### src/rtl/chunked_seq_adder_pkg.sv
// ---------------------------------------------------------------------------
// chunked_seq_adder_pkg
//   Shared definitions for the chunked sequential adder:
//   - state_t   : FSM state encoding (IDLE, RUN, DONE), 2 bits
//   - cnt_width : width of the slice counter for a given slice count
// ---------------------------------------------------------------------------
package chunked_seq_adder_pkg;

  typedef enum logic [1:0] {
    ST_IDLE = 2'd0,
    ST_RUN  = 2'd1,
    ST_DONE = 2'd2
  } state_t;

  // Bits needed to count 0..n-1; never less than one so a single-slice
  // build still has a legal counter register.
  function automatic int cnt_width(input int n);
    int w;
    w = 1;
    while ((1 << w) < n) begin
      w = w + 1;
    end
    return w;
  endfunction

endpackage : chunked_seq_adder_pkg

### src/rtl/chunked_seq_adder_chunk_adder.sv
// ---------------------------------------------------------------------------
// chunk_adder
//   Purely combinational CHUNK-bit adder: {o_cout, o_sum} = i_a + i_b + i_cin.
//   Its carry chain is the only one the chunked sequential adder evaluates
//   within one clock, so it bounds the critical path.
// Ports
//   i_a    in  CHUNK  operand slice A
//   i_b    in  CHUNK  operand slice B (already inverted for subtract)
//   i_cin  in  1      carry into the slice
//   o_sum  out CHUNK  slice sum
//   o_cout out 1      carry out of the slice
// ---------------------------------------------------------------------------
module chunk_adder #(
  parameter int CHUNK = 4
) (
  input  logic [CHUNK-1:0] i_a,
  input  logic [CHUNK-1:0] i_b,
  input  logic             i_cin,
  output logic [CHUNK-1:0] o_sum,
  output logic             o_cout
);

  logic [CHUNK:0] w_full;

  // One extra bit of headroom captures the slice carry-out.
  assign w_full = {1'b0, i_a} + {1'b0, i_b} + {{CHUNK{1'b0}}, i_cin};
  assign o_sum  = w_full[CHUNK-1:0];
  assign o_cout = w_full[CHUNK];

endmodule : chunk_adder

### src/rtl/chunked_seq_adder.sv
// ---------------------------------------------------------------------------
// chunked_seq_adder
//   Multi-cycle add/subtract unit. WIDTH-bit operands are resolved CHUNK bits
//   per clock, least-significant slice first, using one chunk_adder and a
//   registered carry between slices. Latency is WIDTH/CHUNK clocks from the
//   accepting edge to the done pulse.
// Ports
//   i_clk    in  1      rising-edge clock
//   i_rst    in  1      asynchronous active-high reset (aborts any operation)
//   i_start  in  1      request, sampled only while not busy
//   i_sub    in  1      0: a+b+cin, 1: a+~b+1 (cin ignored)
//   i_a      in  WIDTH  operand A, latched at accepted start
//   i_b      in  WIDTH  operand B, latched at accepted start
//   i_cin    in  1      carry-in for add mode, latched at accepted start
//   o_busy   out 1      high while slices are being computed
//   o_done   out 1      one-cycle pulse: o_sum/o_cout/o_ovf valid
//   o_sum    out WIDTH  result (partially updated while busy)
//   o_cout   out 1      carry out of MSB (subtract: 1 = no borrow)
//   o_ovf    out 1      two's complement overflow
// ---------------------------------------------------------------------------
module chunked_seq_adder
  import chunked_seq_adder_pkg::*;
#(
  parameter int WIDTH = 16,
  parameter int CHUNK = 4
) (
  input  logic             i_clk,
  input  logic             i_rst,
  input  logic             i_start,
  input  logic             i_sub,
  input  logic [WIDTH-1:0] i_a,
  input  logic [WIDTH-1:0] i_b,
  input  logic             i_cin,
  output logic             o_busy,
  output logic             o_done,
  output logic [WIDTH-1:0] o_sum,
  output logic             o_cout,
  output logic             o_ovf
);

  // Guarded so an illegal CHUNK cannot itself cause a divide-by-zero.
  localparam int CHUNK_SAFE = (CHUNK < 1) ? 1 : CHUNK;
  localparam int N          = WIDTH / CHUNK_SAFE;
  localparam int CW         = cnt_width(N);
  localparam logic [CW-1:0] LAST_SLICE = CW'(N - 1);

  generate
    if ((CHUNK < 1) || ((WIDTH % CHUNK_SAFE) != 0)) begin : g_bad_params
      $error("chunked_seq_adder: WIDTH (%0d) must be a positive multiple of CHUNK (%0d)",
             WIDTH, CHUNK);
    end
  endgenerate

  // Registered state
  state_t           r_state;
  logic [CW-1:0]    r_cnt;
  logic [WIDTH-1:0] r_a;
  logic [WIDTH-1:0] r_b;      // effective B: already inverted for subtract
  logic             r_carry;
  logic [WIDTH-1:0] r_sum;
  logic             r_cout;
  logic             r_ovf;
  logic             r_busy;
  logic             r_done;

  // Slice datapath
  logic [31:0]      w_shamt;
  logic [WIDTH-1:0] w_a_shift;
  logic [WIDTH-1:0] w_b_shift;
  logic [CHUNK-1:0] w_a_slice;
  logic [CHUNK-1:0] w_b_slice;
  logic [CHUNK-1:0] w_slice_sum;
  logic             w_slice_cout;
  logic [WIDTH-1:0] w_sum_next;
  logic             w_ovf_next;

  // Bring the active slice of each operand down to bit 0.
  assign w_shamt   = 32'(r_cnt) * CHUNK;
  assign w_a_shift = r_a >> w_shamt;
  assign w_b_shift = r_b >> w_shamt;
  assign w_a_slice = w_a_shift[CHUNK-1:0];
  assign w_b_slice = w_b_shift[CHUNK-1:0];

  chunk_adder #(
    .CHUNK (CHUNK)
  ) u_chunk_adder (
    .i_a    (w_a_slice),
    .i_b    (w_b_slice),
    .i_cin  (r_carry),
    .o_sum  (w_slice_sum),
    .o_cout (w_slice_cout)
  );

  // Merge the freshly computed slice into the running sum.
  always_comb begin
    w_sum_next = r_sum;
    for (int i = 0; i < N; i++) begin
      if (r_cnt == CW'(i)) begin
        w_sum_next[i*CHUNK +: CHUNK] = w_slice_sum;
      end else begin
        w_sum_next[i*CHUNK +: CHUNK] = r_sum[i*CHUNK +: CHUNK];
      end
    end
  end

  // Overflow: operands agree in sign but the result does not. Only meaningful
  // on the last slice, which is the one that produces the MSB.
  assign w_ovf_next = (r_a[WIDTH-1] == r_b[WIDTH-1]) &&
                      (w_sum_next[WIDTH-1] != r_a[WIDTH-1]);

  // Control FSM with all outputs registered.
  always_ff @(posedge i_clk or posedge i_rst) begin
    if (i_rst) begin
      r_state <= ST_IDLE;
      r_cnt   <= {CW{1'b0}};
      r_a     <= {WIDTH{1'b0}};
      r_b     <= {WIDTH{1'b0}};
      r_carry <= 1'b0;
      r_sum   <= {WIDTH{1'b0}};
      r_cout  <= 1'b0;
      r_ovf   <= 1'b0;
      r_busy  <= 1'b0;
      r_done  <= 1'b0;
    end else begin
      case (r_state)
        // DONE behaves like IDLE for a new request, which allows
        // back-to-back operations without an idle gap.
        ST_IDLE, ST_DONE: begin
          r_done <= 1'b0;
          if (i_start) begin
            r_a     <= i_a;
            r_b     <= i_sub ? ~i_b : i_b;
            r_carry <= i_sub ? 1'b1 : i_cin;
            r_sum   <= {WIDTH{1'b0}};
            r_cnt   <= {CW{1'b0}};
            r_busy  <= 1'b1;
            r_state <= ST_RUN;
          end else begin
            r_state <= ST_IDLE;
          end
        end

        // One slice per clock; i_start and operand inputs are ignored here.
        ST_RUN: begin
          r_sum   <= w_sum_next;
          r_carry <= w_slice_cout;
          if (r_cnt == LAST_SLICE) begin
            r_cout  <= w_slice_cout;
            r_ovf   <= w_ovf_next;
            r_cnt   <= {CW{1'b0}};
            r_busy  <= 1'b0;
            r_done  <= 1'b1;
            r_state <= ST_DONE;
          end else begin
            r_cnt   <= r_cnt + CW'(1);
          end
        end

        default: begin
          r_busy  <= 1'b0;
          r_done  <= 1'b0;
          r_cnt   <= {CW{1'b0}};
          r_state <= ST_IDLE;
        end
      endcase
    end
  end

  assign o_busy = r_busy;
  assign o_done = r_done;
  assign o_sum  = r_sum;
  assign o_cout = r_cout;
  assign o_ovf  = r_ovf;

endmodule : chunked_seq_adder

### config.mk
export PLATFORM = sky130hd
export DESIGN_NAME = chunked_seq_adder
export DESIGN_NICKNAME = d
export VERILOG_FILES = /design/src/rtl/chunked_seq_adder_pkg.sv /design/src/rtl/chunked_seq_adder_chunk_adder.sv /design/src/rtl/chunked_seq_adder.sv
export SDC_FILE = /design/constraint.sdc
export NUM_CORES = 1
export LEC_CHECK = 0
export ABC_AREA = 1
export CAP_MARGIN = 20
export CORE_ASPECT_RATIO = 0.75
export CORE_UTILIZATION = 50
export CTS_BUF_LIST = sky130_fd_sc_hd__clkbuf_4 sky130_fd_sc_hd__clkbuf_8
export CTS_CLUSTER_DIAMETER = 30
export DETAILED_ROUTE_END_ITERATION = 8
export PLACE_DENSITY = 0.78
export SLEW_MARGIN = 20
export SYNTH_ARGS = -nofsm -noshare
export SYNTH_HDL_FRONTEND = slang
export SYNTH_HIERARCHICAL = 1
export SYNTH_SLANG_ARGS = --single-unit
### constraint.sdc
create_clock -name i_clk -period 4.7 [get_ports i_clk]
set_input_delay 0.47 -clock i_clk [delete_from_list [all_inputs] [get_ports i_clk]]
set_output_delay 0.47 -clock i_clk [all_outputs]
set_load 0.1 [all_outputs]
# Word level (Yosys, flattened, before mapping)
# Index checks and enable logic that the tools add are counted.
dict set report word_totals {
  reg_bits 57
  in_bits 37
  output_inout_bits 20
  word_cells 66
}
dict set report classes {
  add_sub_neg 3
  eq_ne 12
  shifts 2
  n_mux 21
  n_bitwise 1
  n_reduce_logical 13
}
# cell n
set ops {}
lappend ops {{two-way mux 16 bit} 2}
lappend ops {{case mux 16 bit (2 select lines)} 1}
lappend ops {{>> shifter 16 x 4 -> 4 bit} 2}
lappend ops {{two-way mux 4 bit} 4}
lappend ops {{NOT 16 bit} 1}
lappend ops {{AND reduction 3 bit} 4}
lappend ops {{!= test 2 bit (second input constant)} 5}
lappend ops {{case mux 2 bit (2 select lines)} 2}
lappend ops {{AND reduction 2 bit} 4}
lappend ops {{two-way mux 1 bit} 7}
lappend ops {{equality test 2 bit (second input constant)} 3}
lappend ops {{two-way mux 2 bit} 3}
lappend ops {{adder 4 x 4 -> 5 bit} 1}
lappend ops {{adder 5 x 1 -> 5 bit} 1}
lappend ops {{equality test 2 x 1 -> 1 bit (second input constant)} 2}
lappend ops {{logical NOT 2 bit} 2}
lappend ops {{case mux 1 bit (2 select lines)} 2}
lappend ops {{adder 2 x 1 -> 2 bit (second input constant)} 1}
lappend ops {{nonzero test 2 bit} 1}
lappend ops {{OR reduction 2 bit} 1}
lappend ops {{equality test 1 bit} 1}
lappend ops {{logical AND 1 bit} 1}
lappend ops {{!= test 1 bit} 1}

# Longest topological paths before layout
# Gate-level depths: netlist of the first run.
dict set report depth {
  word_depth 6
  ltp_mapped 15
  ltp_nobuf 14
}

# Hierarchy
# The synthesis of the first run kept the hierarchy.
# mod instances cells_per_inst area_each_um2 seq_area_each_um2
set modules_own_cells {}
lappend modules_own_cells {chunked_seq_adder 1 319 2642.5 1401.3}
lappend modules_own_cells {chunk_adder 1 25 165.2 0.0}

# Worst setup path before layout of the first run
# No wires, ideal clock.
dict set report synth_path {
  path_kind {reg2reg}
  startpoint {reg r_cnt[0]}
  endpoint {reg r_sum[1], in the netlist o_sum[1]}
  setup_time_ps 67
  t_arrival_ps 2229
  required_time_ps 4633
  setup_slack_ps 2404
  path_stages_with_launch 14
  path_buffers 1
  synth_period_minus_slack_ps 2296
  path_cell_list {dfrtp_1 inv_1 buf_2 nand2_1 o211ai_1 o21ai_0 fa_1 inv_1 fa_1 inv_1 inv_1 nor2_1 nand2_1 nand2_1}
}
dict set report synth_via {
  elab_chain_cells 5
  word_cells_on_any_way 9
  classes_between {add/sub (2); eq/ne (1); shift (2); mux (2); reduce/logical (2)}
}
# element line_no
set synth_lines {}
lappend synth_lines {{from (decl)} chunked_seq_adder.sv:56} ;# logic [CW-1:0] r_cnt;
lappend synth_lines {{from (signal assigned)} chunked_seq_adder.sv:115} ;# r_cnt <= {CW{1'b0}};
lappend synth_lines {{from (signal assigned)} chunked_seq_adder.sv:135} ;# r_cnt <= {CW{1'b0}};
lappend synth_lines {{from (signal assigned)} chunked_seq_adder.sv:150} ;# r_cnt <= {CW{1'b0}};
lappend synth_lines {{>> shifter 16 x 4 -> 4 bit} chunked_seq_adder.sv:79} ;# assign w_a_shift = r_a >> w_shamt;
lappend synth_lines {{named net w_a_shift[0]} chunked_seq_adder.sv:68} ;# logic [WIDTH-1:0] w_a_shift;
lappend synth_lines {{adder 4 x 4 -> 5 bit} chunked_seq_adder_chunk_adder.sv:26} ;# assign w_full = {1'b0, i_a} + {1'b0, i_b} + {{CHUNK{1'b0}}, i_cin};
lappend synth_lines {{adder 5 x 1 -> 5 bit} chunked_seq_adder_chunk_adder.sv:26}
lappend synth_lines {{named net w_slice_sum[1]} chunked_seq_adder.sv:72} ;# logic [CHUNK-1:0] w_slice_sum;
lappend synth_lines {{two-way mux 4 bit} chunked_seq_adder.sv:98} ;# if (r_cnt == CW'(i)) begin
lappend synth_lines {{case mux 16 bit (2 select lines)} chunked_seq_adder.sv:125} ;# case (r_state)
lappend synth_lines {{to (signal assigned)} chunked_seq_adder.sv:119} ;# r_sum <= {WIDTH{1'b0}};
lappend synth_lines {{to (signal assigned)} chunked_seq_adder.sv:134} ;# r_sum <= {WIDTH{1'b0}};
lappend synth_lines {{to (signal assigned)} chunked_seq_adder.sv:145} ;# r_sum <= w_sum_next;
lappend synth_lines {{to (decl)} chunked_seq_adder.sv:60} ;# logic [WIDTH-1:0] r_sum;
# The timed path passes the listed nets, and every way through them passes these cells. The select of a mux whose other input is x is not followed.
# A chain may end at the register's enable or synchronous reset.

# Final worst setup path of the first run
dict set report layout_path {
  startpoint {reg r_cnt[0]}
  endpoint {reg r_sum[6], in the netlist o_sum[6]}
}
dict set report layout_via {
  elab_chain_cells 5
  word_cells_on_any_way 9
  classes_between {add/sub (2); eq/ne (2); shift (2); mux (2); reduce/logical (1)}
}
# element line_no
set layout_lines {}
lappend layout_lines {{>> shifter 16 x 4 -> 4 bit} chunked_seq_adder.sv:80} ;# assign w_b_shift = r_b >> w_shamt;
lappend layout_lines {{named net w_b_shift[0]} chunked_seq_adder.sv:69} ;# logic [WIDTH-1:0] w_b_shift;
lappend layout_lines {{adder 4 x 4 -> 5 bit} chunked_seq_adder_chunk_adder.sv:26}
lappend layout_lines {{adder 5 x 1 -> 5 bit} chunked_seq_adder_chunk_adder.sv:26}
lappend layout_lines {{named net w_slice_sum[2]} chunked_seq_adder.sv:72}
lappend layout_lines {{two-way mux 4 bit} chunked_seq_adder.sv:98}
lappend layout_lines {{case mux 16 bit (2 select lines)} chunked_seq_adder.sv:125}
# The timed path passes the listed nets, and every way through them passes these cells. The select of a mux whose other input is x is not followed.

==> results.md, run 1 <==
- Run status: finished, final reports clean
- Yosys cell types: 20
- Worst EP arrival: 3.18 ns
- Crit share post-route: 0.623
- Post-synth EDFFs: 0
- Post-Synthesis Cells: 344
- Most frequent cell after synthesis: nand2_1
- Post-synthesis register bit count: 56
- Chip height: 66.9 µm
- Final RePlAce weighted congestion: 0.894
- Critical Path Most Common Cell: inv_1
- Cell Chain, Critical Path: inv_1, o21ai_0, o21ai_0, fa_1, inv_1, fa_1, xnor2_1, inv_1, nor2_1, nand2_1, nand2_1
- Kind of critical path: flip-flop to flip-flop
- Largest fanout on the critical path: 24
- Row count: 23
- CTS tree: done
- # hold bufs at CTS: 0
- Hold Path Class: flip-flop to flip-flop
- Die X: around 89 µm
- H-tree Lvls: 2
- FFs w/ async S/R, synth: 1.00
- IO Port Bufs: 56
- Total congestion overflow: 0
- Main synth FF type: dfrtp_1
- Area of the mapped netlist: between 2000 and 3000 µm²
- CTS Buf Count: 5
- Hold path start: o_sum[4]
- Slew @ Worst Pin: 0.982 ns
- Total Wirelength: approximately 5.8 mm
- Clk_skew: 0.0121 ns
- Max_cap viols: 0
- Max-slew violations: 0
- Number of global-route vias before repair: around 2200
- Worst Setup End Kind: flip-flop
- Syn. warnings: 6
- Via density: 4.93
- Syn-to-layout area delta: 24.1%
- Avg WL per Cell: around 12 µm
- All-Layer GR Usage: 0.222
- Clk sinks: 56
- Slowest cell on the critical path: dfrtp_1
- # nets final: between 400 and 500
- Clk_lat worst skew: approximately 0.31 ns
- Setup violators final: 0
- # DRC: 0
- Share of cells above drive strength 1: 0.0354
- Syn nets: 390
- Top cell type's share of synthesized area: 0.499
- Startpoint types: flip-flop
- Slew headroom: 0.344
- Largest cells by area after synthesis: dfrtp_1 (50%), nand2_1 (18%), o21ai_0 (7.8%), xnor2_1 (5.3%), inv_1 (3.3%)
- DIE AREA: 5920 µm²
- Vias: 2318
- Post-route ant nets: 0
- Area leader, netlist: dfrtp_1
- Final Hold Vio Count: 0
- Pre-antenna DRT Iters: 4
- Setup TNS: 0 ns
- Hpwl dp: roughly 4.2 mm
- Critical Path Start: r_cnt[0]
- R2r startpoint: r_cnt[0]
- RSZ-0062 raised after global routing: no
- Hold path depth: 2
- Fmax: 342 MHz
- Io pins: 57
- Iteration-0 DRC Markers: between 100 and 150
- Post-layout min period: 2.93 ns
- Reg2reg path depth: 11
- Top post-synthesis cells by count: nand2_1 (134), dfrtp_1 (56), o21ai_0 (44), inv_1 (25), nor2_1 (23)
- CP peak stage delay: 0.56 ns
- Root Buffer: clkbuf_8
- Post-CTS Setup Repair Bufs: 0
- PostCTS Resize Cnt: 0
- Sequential fraction of the synthesis area: 0.499
- Antenna fix cells: 0
- Clock transition at path regs: 0.10 ns
- Core box area: 5380 µm²
- Clock Path Buffers: 2
- Req. time, crit path: 4.95 ns
- Largest net degree at the start of global routing: 57
- Initial antenna violation count: 0
- Fillers: 480
- First-pass GRT wire length: 9.97 mm
- Initial core utilization: 0.522
- Synth Area per Inst: 8.16 µm²
-- flip-flops by register name, summed over array words and instances (netlist names) --
signal,count
r_cnt,2
o_ovf,1
r_carry,1
r_b,16
o_cout,1
o_busy,1
r_a,16
o_sum,16
r_state,2
-- cell type report --
cell class	instances	area, µm²	share of cell area
clock buffer	5	68.8	0.0198
inverter	27	104	0.0298
timing repair buffer	56	561	0.161
tap	75	93.8	0.0269
sequential	56	1400	0.402
clock inverter	3	42.5	0.0122
multi-input combinational	248	1210	0.348
-- layout by cell type, fill, tap and decap left out --
master,n
inv_1,24
nand2_1,134
xnor2_1,17
clkinv_2,1
a21oi_1,3
fa_1,2
bufinv_16,1
o21ai_0,44
clkinvlp_4,1
dfrtp_1,56
nand2_4,1
clkbuf_8,5
nor2_1,23
o211ai_1,3
or2_2,1
inv_2,2
o21ai_1,2
ha_1,7
clkdlybuf4s50_1,56
nand3_1,10
nor2_4,1
inv_4,1
-- kinds of logic after synthesis --
logic type / synth area share
fa+ha+maj: 0.0455
xor+xnor: 0.0530
buf+inv: 0.0691
compound gates: 0.0954
flops: 0.499
simple gates: 0.238
-- critical path, delay by kind of cell, from the launching register on --
| kind | cells | cell delay [ns] |
|---|---|---|
| buf+inv | 3 | 0.68 |
| fa+ha+maj | 2 | 0.67 |
| flops | 1 | 0.56 |
| compound gates | 2 | 0.45 |
| simple gates | 3 | 0.37 |
| xor+xnor | 1 | 0.15 |
-- metrics by stage --
stage	worst slack, ns	hold slack [ns]	utilization	std cells	area (µm²)
final	1.77	0.480	0.647	470	3480
after global routing	1.44	0.499	0.647	470	3480
after CTS	1.80	0.489	0.647	470	3480
after detailed placement	1.82	0.464	0.627	462	3370
after global placement	1.96	0.454	0.626	462	3370
after floorplan	2.40	0.444	-	344	2810
-- worst paths after layout --
kind	endpoint	slack (ns)
worst max-delay path	o_sum[6]	1.77
worst min-delay path	o_sum[4]	0.48
worst max register to register	o_sum[6]	1.77
worst min register to register	o_sum[4]	0.48
max in group asynchronous	r_b[0]	3.63
min in group asynchronous	r_a[1]	0.60
-- routing by layer --
| layer | share of wire | wire length [µm] | vias up | GRT usage |
|---|---|---|---|---|
| li1 | - | - | 1173 | - |
| met1 | 0.48 | 2770 | 1069 | 0.301 |
| met2 | 0.46 | 2640 | 70 | 0.362 |
| met3 | 0.055 | 316 | 6 | 0.0434 |
| met4 | 0.011 | 66 | 0 | 0.0645 |
| met5 | 0 | 0 | - | 0 |
Power of run 1 is not shown: default switching activity piles up to over one toggle a cycle in this logic, so the estimate is an artifact.
==> run 2, diff against run 1 <==
clock period = 3 ns   (was 4.7 ns; I/O delays follow)
==> results.md, run 2 (same netlist as run 1, synthesis figures left out) <==
- Run status: finished, final reports clean
- Slew @ Worst Pin: 0.946 ns (-0.0359 ns)
- Setup TNS: 0 ns (unchanged)
- Dpl ws: 0.367 ns (-1.46 ns)
- Via density: 4.92 (-0.25%)
- Kind of critical path: flip-flop to flip-flop
- Iteration-0 DRC Markers: 147 (+3.5%)
- Max-slew violations: 0 (unchanged)
- Critical Path Most Common Cell: inv_1
- Worst Setup End Kind: flip-flop
- Row count: 23 (unchanged)
- Register Area: 1400 µm² (unchanged)
- H-tree Lvls: 2 (unchanged)
- Placed instance area: 3340 µm² (-0.89%)
- Cell Chain, Critical Path: inv_1, o21ai_0, o21ai_0, fa_1, inv_1, fa_1, xnor2_1, inv_1, nor2_1, nand2_1, nand2_1
- Hpwl dp: 4.36 mm (+4.2%)
- Worst path buffer plus inverter count: 3 (unchanged)
- Total Wirelength: 5.84 mm (+0.83%)
- Initial antenna violation count: 0 (unchanged)
- Slew headroom: 0.368 (+0.0240)
- Max_cap viols: 0 (unchanged)
- All-Layer GR Usage: 0.225 (+0.00336)
- Fmax: 378 MHz (+11%)
- Req. time, crit path: 3.24 ns (-1.71 ns)
- Largest net degree at the start of global routing: 55 (-3.5%)
- Io pins: 57 (unchanged)
- Setup violators final: 0 (unchanged)
- CP peak stage delay: 0.46 ns (-0.10 ns)
- Vias: 2327 (+0.39%)
- Post-route ant nets: 0 (unchanged)
- RSZ-0062 raised after global routing: no
- Fillers: 483 (+0.63%)
- Core box area: 5380 µm² (unchanged)
- Clk_lat worst skew: 0.30 ns (about the same)
- Clock Path Buffers: 2 (unchanged)
- Initial core utilization: 0.522 (unchanged)
- Multi-input gate area: 1210 µm² (unchanged)
- Commonest non-fill, non-tap cell in the layout: nand2_1
- Clk sinks: 56 (unchanged)
- CTS Buf Count: 5 (unchanged)
- Largest fanout on the critical path: 15 (-38%)
- # DRC: 0 (unchanged)
- Slowest cell on the critical path: dfrtp_1
- Final Cell Area: 3460 µm² (-0.75%)
- IO Port Bufs: 56 (unchanged)
- Family with the most delay on the worst path: adder cells
- Share of cells above drive strength 1: 0.0955 (+0.0600)
- Total congestion overflow: 0 (unchanged)
- Number of global-route vias before repair: 2260 (+1.8%)
- DIE AREA: 5920 µm² (unchanged)
- Chip height: 66.9 µm (unchanged)
- Avg WL per Cell: 12.3 µm (+0.19%)
- Antenna fix cells: 0 (unchanged)
- Hold Path Class: primary input to asynchronous set/reset pin
- Clock transition at path regs: 0.10 ns (about the same)
- Crit share post-route: 0.883 (+0.260)
- Worst EP arrival: 2.89 ns (-0.29 ns)
- Final Hold Vio Count: 0 (unchanged)
- Root Buffer: clkbuf_8
- Pre-antenna DRT Iters: 4 (unchanged)
- Clk_skew: 0.00791 ns (-0.00415 ns)
- Die X: 88.5 µm (unchanged)
- CTS tree: done
- Final RePlAce weighted congestion: 0.938 (+4.9%)
- Startpoint types: flip-flop
- First-pass GRT wire length: 10.2 mm (+2.0%)
- Post-route setup slack: 0.351 ns (-1.42 ns)
- Syn-to-layout area delta: 23.1%
- Post-layout min period: 2.65 ns (-0.279 ns)
- # nets final: 443 (+0.68%)
- Most frequent cells in the layout: nand2_1 (134), dfrtp_1 (56), o21ai_0 (44), clkdlybuf4s50_1 (36)
run 2: cell types whose count changed in the layout (fill, tap and decap cells not counted):
| cell | previous run | this run |
|---|---|---|
| clkbuf_4 | 0 | 1 |
| buf_4 | 0 | 23 |
| inv_4 | 1 | 0 |
| inv_1 | 24 | 23 |
| inv_2 | 2 | 3 |
| clkdlybuf4s50_1 | 56 | 36 |
run 2: layout make-up:
cell class,count,share of cell area
inverters,27,0.0304
multi-input cells,248,0.351
clock inverters,2,0.0101
flip-flops and latches,56,0.405
repair buffers,59,0.154
well taps,75,0.0271
clock buffers,6,0.0221
run 2: through the flow:
stage                      util  hold WS (ns)  cells
final                     0.642         0.263    473
after global routing      0.642         0.284    473
after CTS                 0.642         0.270    473
after detailed placement  0.621         0.462    465
after global placement    0.621         0.456    465
after floorplan               -         0.410    344
run 2: path summary, 6_finish.rpt:
| check | startpoint | to | slack (ns) | cells past startpoint |
|---|---|---|---|---|
| setup / recovery | r_cnt[1] | o_sum[6] | 0.35 | 11 |
| hold / removal | i_rst | r_a[0] | 0.26 | 2 |
| setup reg to reg | r_cnt[1] | o_sum[6] | 0.35 | 11 |
| hold reg to reg | o_sum[11] | o_sum[11] | 0.48 | 2 |
| max in group asynchronous | i_rst | r_b[14] | 2.13 | 3 |
| min in group i_clk | o_sum[11] | o_sum[11] | 0.48 | 2 |
run 2: routing by layer:
layer  part of all wire  global-route usage  vias up  wire [µm]
met3              0.050              0.0409       12        289
met2               0.45               0.352       67       2610
met1               0.49               0.318     1070       2830
met4              0.017              0.0706        0         99
met5                  0                   0        -          0
li1                   -                   -     1178          -
run 2: timing repair:
action / CTS / global route
buffers inserted: 0 / 0
hold buffers: 0 / 0
resized for setup: 0 / 1
endpoints found under the setup margin: 0 / 3
Power of run 2 is left out for the same reason.
